==> config.mk <==
export PLATFORM = sky130hd
export DESIGN_NAME = demux_sel_sequencer
export DESIGN_NICKNAME = d
export VERILOG_FILES = /design/src/rtl/demux_sel_sequencer_pkg.sv /design/src/rtl/demux_sel_sequencer_fifo.sv /design/src/rtl/demux_sel_sequencer.sv
export SDC_FILE = /design/constraint.sdc
export NUM_CORES = 1
export LEC_CHECK = 0
export BUFFER_PORTS_ARGS = -buffer_cell sky130_fd_sc_hd__buf_2
export CAP_MARGIN = 20
export CORE_MARGIN = 2
export CORE_UTILIZATION = 40
export CTS_BUF_LIST = sky130_fd_sc_hd__clkbuf_2
export DETAILED_ROUTE_END_ITERATION = 7
export MAX_ROUTING_LAYER = met4
export PLACE_DENSITY = 0.61
export SETUP_SLACK_MARGIN = 0.2
export SLEW_MARGIN = 20
export SYNTH_ARGS = -nofsm -noshare
export SYNTH_HDL_FRONTEND = slang
export SYNTH_SLANG_ARGS = --single-unit
==> constraint.sdc <==
create_clock -name clk -period 5.29 [get_ports clk]
set_input_delay 0.529 -clock clk [delete_from_list [all_inputs] [get_ports clk]]
set_output_delay 0.529 -clock clk [all_outputs]
set_load 0.03 [all_outputs]
==> src/rtl/demux_sel_sequencer_pkg.sv <==
// Shared definitions for the demux select sequencer: channel count, select
// width, FSM state encoding and the round-robin channel search.
package dseq_pkg;

   localparam int CH_N  = 4;
   localparam int SEL_W = 2;

   typedef enum logic {
      S_IDLE,
      S_HOLD
   } state_t;

   // Search channels last_sel+1 .. last_sel+4 (mod 4) and return the first
   // enabled one. last_sel itself is examined last. If nothing is enabled
   // the result is last_sel, but callers never load with an empty mask.
   function automatic logic [SEL_W-1:0] next_sel(input logic [SEL_W-1:0] last_sel,
                                                 input logic [CH_N-1:0]  ch_en);
      logic [SEL_W-1:0] idx;
      logic             found;
      next_sel = last_sel;
      found    = 1'b0;
      for (int k = 1; k <= CH_N; k++) begin
         idx = last_sel + SEL_W'(k);
         if (!found && ch_en[idx]) begin
            next_sel = idx;
            found    = 1'b1;
         end
      end
   endfunction

endpackage

==> src/rtl/demux_sel_sequencer_fifo.sv <==
// DEPTH x DATA_W synchronous FIFO feeding the sequencer output register.
// Pushes while full and pops while empty are ignored; the head entry is
// always visible on pop_data. Storage is not reset, only pointers and count.
module dseq_fifo #(
   parameter int DEPTH  = 4,
   parameter int DATA_W = 1
) (
   input  logic                     clk,
   input  logic                     rst_n,
   input  logic                     push,
   input  logic [DATA_W-1:0]        push_data,
   input  logic                     pop,
   output logic [DATA_W-1:0]        pop_data,
   output logic                     full,
   output logic                     empty,
   output logic [$clog2(DEPTH):0]   count
);

   localparam int AW = $clog2(DEPTH);
   localparam logic [AW:0]   CNT_ONE  = (AW+1)'(1);
   localparam logic [AW:0]   CNT_FULL = (AW+1)'(DEPTH);
   localparam logic [AW-1:0] PTR_ONE  = AW'(1);

   logic [DATA_W-1:0] mem_q [DEPTH];
   logic [AW-1:0]     wr_ptr_q, wr_ptr_d;
   logic [AW-1:0]     rd_ptr_q, rd_ptr_d;
   logic [AW:0]       cnt_q, cnt_d;
   logic              do_push, do_pop;

   assign full     = (cnt_q == CNT_FULL);
   assign empty    = (cnt_q == '0);
   assign count    = cnt_q;
   assign pop_data = mem_q[rd_ptr_q];
   assign do_push  = push && !full;
   assign do_pop   = pop && !empty;

   // Pointer and occupancy update; pointers wrap naturally at DEPTH.
   always_comb begin
      wr_ptr_d = wr_ptr_q;
      rd_ptr_d = rd_ptr_q;
      cnt_d    = cnt_q;
      if (do_push) wr_ptr_d = wr_ptr_q + PTR_ONE;
      if (do_pop)  rd_ptr_d = rd_ptr_q + PTR_ONE;
      case ({do_push, do_pop})
         2'b10:   cnt_d = cnt_q + CNT_ONE;
         2'b01:   cnt_d = cnt_q - CNT_ONE;
         default: cnt_d = cnt_q;
      endcase
   end

   // Control state registers with asynchronous reset.
   always_ff @(posedge clk or negedge rst_n) begin
      if (!rst_n) begin
         wr_ptr_q <= '0;
         rd_ptr_q <= '0;
         cnt_q    <= '0;
      end else begin
         wr_ptr_q <= wr_ptr_d;
         rd_ptr_q <= rd_ptr_d;
         cnt_q    <= cnt_d;
      end
   end

   // Storage write; contents need no reset since count gates visibility.
   always_ff @(posedge clk) begin
      if (do_push) mem_q[wr_ptr_q] <= push_data;
   end

endmodule

==> src/rtl/demux_sel_sequencer.sv <==
// Upstream feeder for the 1-to-4 demux: buffers incoming bits in a FIFO and
// presents each one with a round-robin select that skips disabled channels.
// Optional per-channel transfer counters (ch_cnt) are built when the macro
// DSEQ_CNT_EN is defined.
module demux_sel_sequencer
   import dseq_pkg::*;
#(
   parameter int DEPTH  = 4,
   parameter int DATA_W = 1
) (
   input  logic                     clk,
   input  logic                     rst_n,
   input  logic                     in_valid,
   input  logic [DATA_W-1:0]        in_data,
   output logic                     in_ready,
   input  logic [CH_N-1:0]          ch_en,
   output logic                     out_valid,
   output logic [DATA_W-1:0]        out_a,
   output logic [SEL_W-1:0]         out_sel,
   input  logic                     out_ready,
   output logic [$clog2(DEPTH):0]   fifo_cnt
`ifdef DSEQ_CNT_EN
   ,
   output logic [CH_N*8-1:0]        ch_cnt
`endif
);

   state_t            state_q, state_d;
   logic [DATA_W-1:0] out_a_q, out_a_d;
   logic [SEL_W-1:0]  out_sel_q, out_sel_d;
   logic [SEL_W-1:0]  last_sel_q, last_sel_d;
   logic [SEL_W-1:0]  sel_nxt;
   logic [DATA_W-1:0] fifo_head;
   logic              fifo_full, fifo_empty;
   logic              load_ok, pop;

   dseq_fifo #(
      .DEPTH  (DEPTH),
      .DATA_W (DATA_W)
   ) u_fifo (
      .clk       (clk),
      .rst_n     (rst_n),
      .push      (in_valid),
      .push_data (in_data),
      .pop       (pop),
      .pop_data  (fifo_head),
      .full      (fifo_full),
      .empty     (fifo_empty),
      .count     (fifo_cnt)
   );

   // No write-through on full: readiness depends only on occupancy.
   assign in_ready  = !fifo_full;
   assign out_valid = (state_q == S_HOLD);
   assign out_a     = out_a_q;
   assign out_sel   = out_sel_q;
   assign load_ok   = !fifo_empty && (ch_en != '0);
   assign sel_nxt   = next_sel(last_sel_q, ch_en);

   // Next-state logic: load a new item when idle, or when the presented one
   // is consumed; otherwise hold out_a/out_sel steady.
   always_comb begin
      state_d    = state_q;
      out_a_d    = out_a_q;
      out_sel_d  = out_sel_q;
      last_sel_d = last_sel_q;
      pop        = 1'b0;
      case (state_q)
         S_IDLE: begin
            if (load_ok) begin
               pop        = 1'b1;
               out_a_d    = fifo_head;
               out_sel_d  = sel_nxt;
               last_sel_d = sel_nxt;
               state_d    = S_HOLD;
            end
         end
         S_HOLD: begin
            if (out_ready) begin
               if (load_ok) begin
                  pop        = 1'b1;
                  out_a_d    = fifo_head;
                  out_sel_d  = sel_nxt;
                  last_sel_d = sel_nxt;
               end else begin
                  state_d = S_IDLE;
               end
            end
         end
         default: state_d = S_IDLE;
      endcase
   end

   // FSM and output register; last_sel resets to 3 so the first search
   // starts at channel 0.
   always_ff @(posedge clk or negedge rst_n) begin
      if (!rst_n) begin
         state_q    <= S_IDLE;
         out_a_q    <= '0;
         out_sel_q  <= '0;
         last_sel_q <= SEL_W'(CH_N - 1);
      end else begin
         state_q    <= state_d;
         out_a_q    <= out_a_d;
         out_sel_q  <= out_sel_d;
         last_sel_q <= last_sel_d;
      end
   end

`ifdef DSEQ_CNT_EN
   logic [7:0] cnt_q [CH_N];
   logic [7:0] cnt_d [CH_N];

   // Saturating per-channel count of completed transfers.
   always_comb begin
      for (int i = 0; i < CH_N; i++) cnt_d[i] = cnt_q[i];
      if (out_valid && out_ready && (cnt_q[out_sel_q] != 8'hFF))
         cnt_d[out_sel_q] = cnt_q[out_sel_q] + 8'd1;
   end

   // Counter registers.
   always_ff @(posedge clk or negedge rst_n) begin
      if (!rst_n) begin
         for (int i = 0; i < CH_N; i++) cnt_q[i] <= '0;
      end else begin
         for (int i = 0; i < CH_N; i++) cnt_q[i] <= cnt_d[i];
      end
   end

   // Pack counters, channel 0 in the low byte.
   always_comb begin
      ch_cnt = '0;
      for (int i = 0; i < CH_N; i++) ch_cnt[i*8 +: 8] = cnt_q[i];
   end
`endif

endmodule

==> results of run 1 <==
## power by group through the flow
stage	clock network (mW)	registers [mW]	logic [mW]
after detailed placement	0	0.253	0.293
after global placement	0	0.250	0.292
after floorplan	0	0.287	0.191
final	0.0579	0.248	0.291
after CTS	0.0612	0.249	0.296
after global routing	0.0655	0.261	0.323
## cells in the final DEF (no fill, tap or decap), drive strengths merged, types with 2 or more instances in the layout
master  instances
a21oi           3
a31oi           2
and3            5
buf            16
clkbuf          4
dfrtp          11
dfstp           2
edfxtp          4
ha              5
inv             8
mux2            2
mux2i           5
nand2           2
nor2            2
or3             2
xnor2           3
xor2            3
## metal layers
layer | vias to the layer above | share of wire, %
li1 | 286 | -
met1 | 284 | 46
met2 | 11 | 49
met3 | 2 | 4.4
met4 | 0 | 0.57
met5 | - | 0
## logic make-up after synthesis
group | after synthesis | synth area share (%)
flops | 17 | 50.2
mux | 8 | 11.1
compound gates | 7 | 5.05
fa+ha+maj | 6 | 9.26
simple gates | 18 | 13.5
xor+xnor | 6 | 5.89
buf+inv | 10 | 5.05
## worst register-to-register path, cell delays in order, from the launching register on
cell and delay, ns:
dfrtp_1 0.46, or3b_1 0.44, and2_1 0.22, inv_1 0.07, ha_1 0.18, inv_1 0.06
fa_1 0.37, xor2_1 0.15, nor2_1 0.11, xor2_1 0.15
## worst max-delay path by stage
stage                            to  slack, ns
finish              u_fifo.count[2]       3.02
global route        u_fifo.count[2]       2.89
CTS                 u_fifo.count[2]       3.02
detailed placement  u_fifo.count[2]       2.89
global placement    u_fifo.count[2]       2.91
floorplan           u_fifo.count[2]       2.85
## final cells by class
class,count,share of cell area [%]
multi-input combinational,45,39.4
timing repair buffer,16,7.91
sequential,17,44.3
tap,28,3.46
inverter,8,2.97
clock buffer,4,1.98
## through the flow
stage               instances  hold slack [ns]
floorplan                  72            0.233
global placement          114            0.432
detailed placement        114            0.443
CTS                       118            0.105
global route              118           0.0961
finish                    118            0.103
## registers in the layout, indices dropped and copies added (netlist names)
signal and flops:
u_fifo.wr_ptr_q 2, out_a 1, u_fifo.mem_q 4, u_fifo.rd_ptr_q 2, u_fifo.count 3, out_valid 1
last_sel_q 2, out_sel 2
==> out/metrics.yaml, run 1 <==
timing:
  slew_violations: 0
  finalSetupViolCount: 0
  timing.fmax_mhz: 441
  fin_worst_skew_ns: 0.00285
  rsz0062_at_grt: "no"
  setup_slack_ns: 3.02
  fin_setup_tns_ns: 0
  relSlewSlack_pct: 71.5
  tightestPinTransition_ns: 0.427
  final.period_utilization_pct: 42.9
  finalHoldViolCount: 0
  min_period_ns: 2.27
layout:
  num-fill-cells: 215
  diodes: 0
  area_growth_pct: 13.5
  fin_util_pct: 46.7
  fin_nets: 106
  drive_gt1_share_pct: 31.1
  multiInputGateArea_um2: 399
  final_area_um2: 1010
  regArea_um2: 448
synth:
  synthTopCellsByCount: "dfrtp_1 (11), inv_1 (8), ha_1 (5), mux2i_1 (5)"
  synth_most_common_cell: "dfrtp_1"
  yosys.area.top_type_share_pct: 30.9
  avgSynthCellArea_um2: 12.4
  ys.flop_type: "dfrtp_1"
  synth_area_um2: 892
  yosysWarnings: 0
  yosysSeqAreaShare_pct: 50.2
  synth_edf_count: 4
  ys_types: 31
  ys_ff_latch: 17
  synth_area_leaders: "dfrtp_1 (31%), edfxtp_1 (13%), ha_1 (7.0%)"
  syn_nets: 87
  synthCells: 72
  synth_top_area_cell: "dfrtp_1"
  synthArstFlopShare_pct: 76.5
power_and_ir_drop:
  p_sw_mw: 0.249
  p_sw_share_pct: 41.8
  power_density_nw_per_um2: 590
  p_leak_nw: 0.491
  seq_power_share_pct: 41.6
  peakVddDrop_v: 0.000286
  comb_power_share_pct: 48.7
  clkPwrFrac_pct: 9.7
  power_mw: 0.597
  p_int_mw: 0.348
grt:
  grt_max_degree: 14
  antenna_found_initial: 0
  use_met1_pct: 15.5
  grt-busiest-layer: "met2"
  grt_pass1_vias: 534
  use_met3_pct: 2.63
  grt_first_pass_wirelength_mm: 2.39
  grt-ovfl-total: 0
  grt_usage_pct: 12.6
  grt_use_met2_pct: 20.3
place:
  gp_congestion: 0.856
  place_area_um2: 992
  portBuffers: 16
  place_worst_setup_slack_ns: 2.89
  hpwl_mm: 1.08
setup_path:
  cp_max_fo: 6
  path_cells: "or3b_1, and2_1, inv_1, ha_1, inv_1, fa_1, xor2_1, nor2_1, xor2_1"
  r2r_end: "u_fifo.count[2]"
  cpLargestDelayFamily: "simple AND/OR/NAND/NOR gates"
  cp.depth: 9
  startpoint: "u_fifo.count[0]"
  max_stage_delay_ns: 0.46
  worstPathArrival_ns: 2.48
  required_ns: 5.51
  critPathSlowestCell: "dfrtp_1"
  r2r_cells: 9
  crit_type: "flop to flop"
  cp-end-kind: "flop"
  path_buf_inv: 2
  r2r_slack_ns: 3.02
  r2r-start: "u_fifo.count[0]"
  startpoint_type: "flop"
clock_network:
  cts_sinks: 17
  cts-resized-gates: 0
  cts_root_buffer: "clkbuf_2"
  cts_setup_buffers: 0
  htree_levels: 1
  hold_buffers: 0
  cts.clk_slew.worst_paths_ns: 0.16
  cts_max_path_buffers: 2
  worstSkewPairLatency_ns: 0.28
  cts-buffers-inserted: 3
  cts_tree: "done"
die:
  dieHeight_um: 51.2
  io_pins: 17
  fp-row-count: 17
  coreArea_um2: 2170
  die_area_um2: 2620
  die_w_um: 51.2
  start_util_pct: 41.1
route:
  routed-via-count: 583
  viasPerCell: 4.94
  wirelength_mm: 1.41
  route.detailed.wl_per_inst_um: 11.9
  drtIter0Drc: 10
  route.detailed.drc: 0
  dr.pass1.iters: 4
  ant_nets: 0
flow_run:
  cap_violations: 0
worst_hold_path:
  hp-class: "input port to async pin"
outcome:
  status: "completed"
Power figures use the tool's default switching activity.
==> inputs of run 2 (changes only) <==
==> constraint.sdc (replaced) <==
create_clock -name clk -period 2.2 [get_ports clk]
set_input_delay 0.22 -clock clk [delete_from_list [all_inputs] [get_ports clk]]
set_output_delay 0.22 -clock clk [all_outputs]
set_load 0.03 [all_outputs]
==> run 2 against run 1 <==
  * Clock skew grew 0.0057 ns
  * Die area is the same
  * Highest routed layer unchanged
  * Clock-buffer cell count is the same
  * Utilization grew 3.6 points
  * Sequential share of layout area shrank 2.9 points
  * Maximum frequency grew 13%
  * Flip-flop and latch count is the same
  * Register-to-register slack lost 2.8 ns
  * Via count grew 2.7%
  * Global-route usage grew 2.0 points
  * Non-clock buffer count grew 7
==> out/metrics.yaml, run 2 (synthesis gave the netlist of run 1 again) <==
grt:
  grt_first_pass_wirelength_mm: 2.68  # was 2.39 mm
  grt_pass1_vias: 607  # was 534
  antenna_found_initial: 0  # unchanged
  grt-ovfl-total: 0  # unchanged
  grt_usage_pct: 14.6  # was 12.6%
  grt_max_degree: 14  # unchanged
outcome:
  status: "completed"  # unchanged
timing:
  rsz0062_at_grt: "yes"  # was no
  relSlewSlack_pct: 76.5  # was 71.5%
  final.period_utilization_pct: 91.3  # was 42.9%
  slew_violations: 0  # unchanged
  fin_worst_skew_ns: 0.00855  # was 0.00285 ns
  fin_setup_tns_ns: 0  # unchanged
  min_period_ns: 2.01  # was 2.27 ns
  finalSetupViolCount: 0  # unchanged
  timing.fmax_mhz: 498  # was 441 MHz
  tightestPinTransition_ns: 0.352  # was 0.427 ns
  finalHoldViolCount: 0  # unchanged
clock_network:
  cts_root_buffer: "clkbuf_2"  # unchanged
  cts.clk_slew.worst_paths_ns: 0.15  # was 0.16 ns
  cts_sinks: 17  # unchanged
  cts-buffers-inserted: 3  # unchanged
  cts_tree: "done"  # unchanged
  worstSkewPairLatency_ns: 0.28  # about the same
  cts_max_path_buffers: 2  # unchanged
  htree_levels: 1  # unchanged
place:
  gp_congestion: 0.704  # was 0.856
  portBuffers: 16  # unchanged
  hpwl_mm: 1.15  # was 1.08 mm
setup_path:
  startpoint_type: "flop"  # unchanged
  required_ns: 2.42  # was 5.51 ns
  cp-end-kind: "flop"  # unchanged
  r2r-start: "u_fifo.count[1]"  # was u_fifo.count[0]
  path_cells: "or3b_4, and2_4, inv_2, ha_4, inv_2, fa_2, xor2_1, nor2_1, xor2_1"  # was or3b_1, and2_1, inv_1, ha_1, inv_1, fa_1, xor2_1, nor2_1, xor2_1
  critPathSlowestCell: "dfrtp_2"  # was dfrtp_1
  max_stage_delay_ns: 0.45  # was 0.46 ns
  r2r_slack_ns: 0.19  # was 3.02 ns
  r2r_end: "u_fifo.count[2]"  # unchanged
  r2r_cells: 9  # unchanged
  worstPathArrival_ns: 2.23  # was 2.48 ns
  path_buf_inv: 2  # unchanged
  crit_type: "flop to flop"  # unchanged
  cpLargestDelayFamily: "simple AND/OR/NAND/NOR gates"  # unchanged
  cp_max_fo: 4  # was 6
route:
  route.detailed.drc: 0  # unchanged
  drtIter0Drc: 9  # was 10
  viasPerCell: 4.79  # was 4.94
  route.detailed.wl_per_inst_um: 12.0  # was 11.9 um
  dr.pass1.iters: 4  # unchanged
  ant_nets: 0  # unchanged
  routed-via-count: 599  # was 583
  wirelength_mm: 1.50  # was 1.41 mm
layout:
  final_common_cell: "buf_2"  # unchanged
  diodes: 0  # unchanged
  fin_util_pct: 50.3  # was 46.7%
  largest_register: "u_fifo.mem_q"  # unchanged
  layout_common_cells: "buf_2 (16), dfrtp_1 (8), inv_1 (6), buf_4 (6), mux2i_1 (5)"  # was buf_2 (16), dfrtp_1 (11), inv_1 (8)
  area_growth_pct: 22.3  # was 13.5%
  fin_nets: 113  # was 106
  drive_gt1_share_pct: 44.3  # was 31.1%
  largest_reg_flops: 4  # unchanged
power_and_ir_drop:
  p_sw_share_pct: 40.2  # was 41.8%
  p_leak_nw: 0.522  # was 0.491 nW
  peakVddDrop_v: 0.000666  # was 0.000286 V
  seq_power_share_pct: 38.9  # was 41.6%
  p_int_mw: 0.924  # was 0.348 mW
  p_sw_mw: 0.622  # was 0.249 mW
  comb_power_share_pct: 52.2  # was 48.7%
  clkPwrFrac_pct: 8.9  # was 9.7%
  power_density_nw_per_um2: 1420  # was 590 nW/um2
worst_hold_path:
  whs_endpoint: "u_fifo.mem_q[3]"
  hp-class: "input port to flop"  # was input port to async pin
  hp-start: "in_data"
  min_path_cells: 1
die:
  io_pins: 17  # unchanged
  coreArea_um2: 2170  # unchanged
  dieHeight_um: 51.2  # unchanged
  fp-row-count: 17  # unchanged
  die_w_um: 51.2  # unchanged
  start_util_pct: 41.1  # unchanged
  die_area_um2: 2620  # unchanged
flow_run:
  cap_violations: 0  # unchanged
[run 2: cell types whose count changed in the layout (fill, tap and decap cells not counted), sizes merged]
cell,delta
buf,+6
dlygate4sd3,+1
[run 2: metal layers]
layer	GRT usage (%)	routed length, um	vias to the layer above
met5	-	0	-
met4	7.89	30	0
met3	2.63	73	4
met2	23.6	731	15
met1	17.5	659	279
li1	-	-	301
[run 2: per-stage QoR]
stage / instance area (um2) / power (mW) / setup slack, ns / hold slack (ns) / instances
after global routing: 1090 / 1.69 / 0.0890 / 0.109 / 125
after detailed placement: 1020 / 1.38 / 0.110 / 0.126 / 115
after CTS: 1090 / 1.57 / 0.177 / 0.133 / 125
after global placement: 1020 / 1.35 / 0.161 / 0.129 / 115
after floorplan: 916 / 1.19 / 0.0270 / -0.0756 / 72
final: 1090 / 1.55 / 0.192 / 0.146 / 125
[run 2: final cells by class]
class | instances | area (um2)
Inverter | 8 | 30.0
Fill cell | 209 | 1080
Clock buffer | 4 | 20.0
Multi-Input combinational cell | 45 | 419
Tap cell | 28 | 35.0
Timing Repair Buffer | 23 | 135
Sequential cell | 17 | 452
[run 2: power by group through the flow]
stage	logic [mW]	clock network [mW]	registers (mW)
final	0.806	0.138	0.602
after CTS	0.821	0.144	0.602
after global placement	0.743	0	0.605
after global routing	0.906	0.163	0.625
after detailed placement	0.762	0	0.614
after floorplan	0.493	0	0.697
[run 2: worst max path at each step]
stage	slack, ns	to	from	cells after the start
after floorplan	0.03	u_fifo.count[2]	u_fifo.count[0]	9
after global placement	0.16	u_fifo.count[2]	u_fifo.count[0]	9
after detailed placement	0.11	u_fifo.count[2]	u_fifo.count[0]	9
after CTS	0.18	u_fifo.count[2]	u_fifo.count[1]	8
after global routing	0.09	u_fifo.count[2]	u_fifo.count[1]	9
final	0.19	u_fifo.count[2]	u_fifo.count[1]	9
[run 2: repair_timing]
| item | in CTS | in global routing |
|---|---|---|
| gates resized for setup | 0 | 0 |
| pin swaps | 4 | 0 |
| hold buffers | 1 | 0 |
| buffers inserted | 5 | 0 |
| endpoints found under the setup margin | 2 | 2 |
| hold endpoints to repair | 11 | 0 |
==> inputs of run 3 (changes only) <==
--- a/config.mk
+++ b/config.mk
@@ -5,12 +5,13 @@
 export SDC_FILE = /design/constraint.sdc
 export NUM_CORES = 1
 export LEC_CHECK = 0
-export BUFFER_PORTS_ARGS = -buffer_cell sky130_fd_sc_hd__buf_2
+export BUFFER_PORTS_ARGS = -buffer_cell sky130_fd_sc_hd__buf_4
 export CAP_MARGIN = 20
 export CORE_MARGIN = 2
 export CORE_UTILIZATION = 40
 export CTS_BUF_LIST = sky130_fd_sc_hd__clkbuf_2
 export DETAILED_ROUTE_END_ITERATION = 7
+export GPL_TIMING_DRIVEN = 1
 export MAX_ROUTING_LAYER = met4
 export PLACE_DENSITY = 0.61
 export SETUP_SLACK_MARGIN = 0.2
==> run 3 against run 2 <==
  * Non-clock buffer count is 2 higher
  * Routed wire length is 4.8% higher
  * Clock power is 3% higher
  * Utilization is 2.7 points higher
  * Power is 5.9% higher
  * Cell count is 1.6% higher
  * Hold slack worse by 0.014 ns
  * Critical path depth stayed put
  * Register-to-register slack hardly changed
  * Global-route usage is 0.45 points higher
  * Maximum frequency is 0.55% lower
==> out/metrics.yaml, run 3 (synthesis gave the netlist of run 1 again) <==
outcome:
  status: "completed"  # unchanged
die:
  coreArea_um2: 2170  # unchanged
  dieHeight_um: 51.2  # unchanged
  die_area_um2: 2620  # unchanged
  die_w_um: 51.2  # unchanged
  fp-row-count: 17  # unchanged
  start_util_pct: 41.1  # unchanged
  io_pins: 17  # unchanged
clock_network:
  cts_max_path_buffers: 2  # unchanged
  htree_levels: 1  # unchanged
  cts_tree: "done"  # unchanged
  worstSkewPairLatency_ns: 0.28  # about the same
  cts-buffers-inserted: 3  # unchanged
  cts_root_buffer: "clkbuf_2"  # unchanged
  cts_sinks: 17  # unchanged
  cts.clk_slew.worst_paths_ns: 0.16  # was 0.15 ns
layout:
  final_area_um2: 1150  # was 1090 um2
  diodes: 0  # unchanged
  final_common_cell: "buf_4"  # was buf_2
  num-fill-cells: 205  # was 209
  fin_nets: 115  # was 113
  regArea_um2: 452  # unchanged
  drive_gt1_share_pct: 45.5  # was 44.3%
  layout_common_cells: "buf_4 (24), dfrtp_1 (8), inv_1 (6)"  # was buf_2 (16), dfrtp_1 (8), inv_1 (6), buf_4 (6), mux2i_1 (5)
  area_growth_pct: 28.9  # was 22.3%
  largest_reg_flops: 4  # unchanged
  multiInputGateArea_um2: 423  # was 419 um2
  largest_register: "u_fifo.mem_q"  # unchanged
timing:
  slew_violations: 0  # unchanged
  fin_worst_skew_ns: 0.00328  # was 0.00855 ns
  final.period_utilization_pct: 91.8  # was 91.3%
  fin_setup_tns_ns: 0  # unchanged
  timing.fmax_mhz: 495  # was 498 MHz
  min_period_ns: 2.02  # was 2.01 ns
  tightestPinTransition_ns: 0.363  # was 0.352 ns
  rsz0062_at_grt: "yes"  # unchanged
  finalSetupViolCount: 0  # unchanged
  relSlewSlack_pct: 75.8  # was 76.5%
  finalHoldViolCount: 0  # unchanged
setup_path:
  startpoint_type: "flop"  # unchanged
  worstPathArrival_ns: 2.24  # was 2.23 ns
  cp_max_fo: 3  # was 4
  required_ns: 2.42  # about the same
  crit_type: "flop to flop"  # unchanged
  cp-end-kind: "flop"  # unchanged
grt:
  grt_first_pass_wirelength_mm: 2.77  # was 2.68 mm
  grt_pass1_vias: 663  # was 607
  antenna_found_initial: 0  # unchanged
  grt_max_degree: 14  # unchanged
  grt_usage_pct: 15.1  # was 14.6%
  grt-ovfl-total: 0  # unchanged
power_and_ir_drop:
  peakVddDrop_v: 0.000801  # was 0.000666 V
  power_density_nw_per_um2: 1420  # about the same
  p_leak_nw: 0.548  # was 0.522 nW
route:
  route.detailed.wl_per_inst_um: 12.3  # was 12.0 um
  routed-via-count: 627  # was 599
  drtIter0Drc: 5  # was 9
  route.detailed.drc: 0  # unchanged
  wirelength_mm: 1.57  # was 1.50 mm
  viasPerCell: 4.94  # was 4.79
  dr.pass1.iters: 4  # unchanged
  ant_nets: 0  # unchanged
place:
  portBuffers: 16  # unchanged
  gp_congestion: 0.693  # was 0.704
  hpwl_mm: 1.17  # was 1.15 mm
  place_area_um2: 1060  # was 1020 um2
flow_run:
  cap_violations: 0  # unchanged
worst_hold_path:
  hp-class: "input port to flop"  # unchanged
==> run 3: cell count changes in the layout (fill, tap and decap cells not counted), sizes merged <==
cell  previous run  this run
buf             22        24
==> run 3: final timing paths <==
| check | depth (start not counted) | slack [ns] | startpoint | to |
|---|---|---|---|---|
| max | 9 | 0.18 | u_fifo.count[1] | u_fifo.count[2] |
| min | 1 | 0.13 | in_data | u_fifo.mem_q[0] |
| max reg2reg | 9 | 0.18 | u_fifo.count[1] | u_fifo.count[2] |
| min reg2reg | 1 | 0.50 | u_fifo.rd_ptr_q[1] | u_fifo.rd_ptr_q[1] |
| max in group asynchronous | 2 | 1.68 | rst_n | last_sel_q[0] |
| min in group asynchronous | 2 | 0.29 | rst_n | out_sel[1] |
==> run 3: report_power, final <==
part	internal, mW	switching (mW)
sequential	0.483	0.115
combinational	0.461	0.435
clock	0.0482	0.0933
total	0.993	0.643
==> run 3: area by class of cell <==
type	count	share of cell area (%)
clock buffer	4	1.74
inverter	8	2.61
multi-input combinational	45	36.8
sequential	17	39.3
tap	28	3.05
timing repair buffer	25	16.5
==> run 3: through the flow <==
| step | instances | hold slack (ns) | utilization, % | total power [mW] | setup WS, ns |
|---|---|---|---|---|---|
| 2_1_floorplan | 72 | -0.0756 | - | 1.19 | 0.0270 |
| 3_3_place_gp | 115 | 0.0745 | 49.0 | 1.40 | 0.151 |
| 3_5_place_dp | 115 | 0.0778 | 49.0 | 1.42 | 0.101 |
| 4_1_cts | 127 | 0.115 | 52.8 | 1.64 | 0.178 |
| 5_1_grt | 127 | 0.0699 | 53.0 | 1.77 | 0.0957 |
| 6_report | 127 | 0.131 | 53.0 | 1.64 | 0.181 |
==> run 3: critical path, cell delays in order (launching register included) <==
cell,delay [ns]
dfrtp_2,0.45
or3b_4,0.40
and2_4,0.17
inv_2,0.05
ha_4,0.13
inv_2,0.03
fa_2,0.32
xor2_1,0.15
nor2_1,0.11
xor2_1,0.14
==> run 3: per-layer routing <==
layer	track usage [%]	vias to the layer above	wire length, um	share of wire (%)
met1	16.9	306	698	45
met2	25.1	15	782	50
li1	-	304	-	-
met3	3.51	2	79	5.0
met5	-	-	0	0
met4	7.89	0	8	0.51
==> run 3: repair_timing <==
action / CTS / global route
setup endpoints to repair: 2 / 2
hold endpoints to repair: 13 / 0
setup buffers: 7 / 0
gates resized for setup: 0 / 1
gates cloned: 0 / 0
pin swaps: 5 / 0
hold buffers: 1 / 0
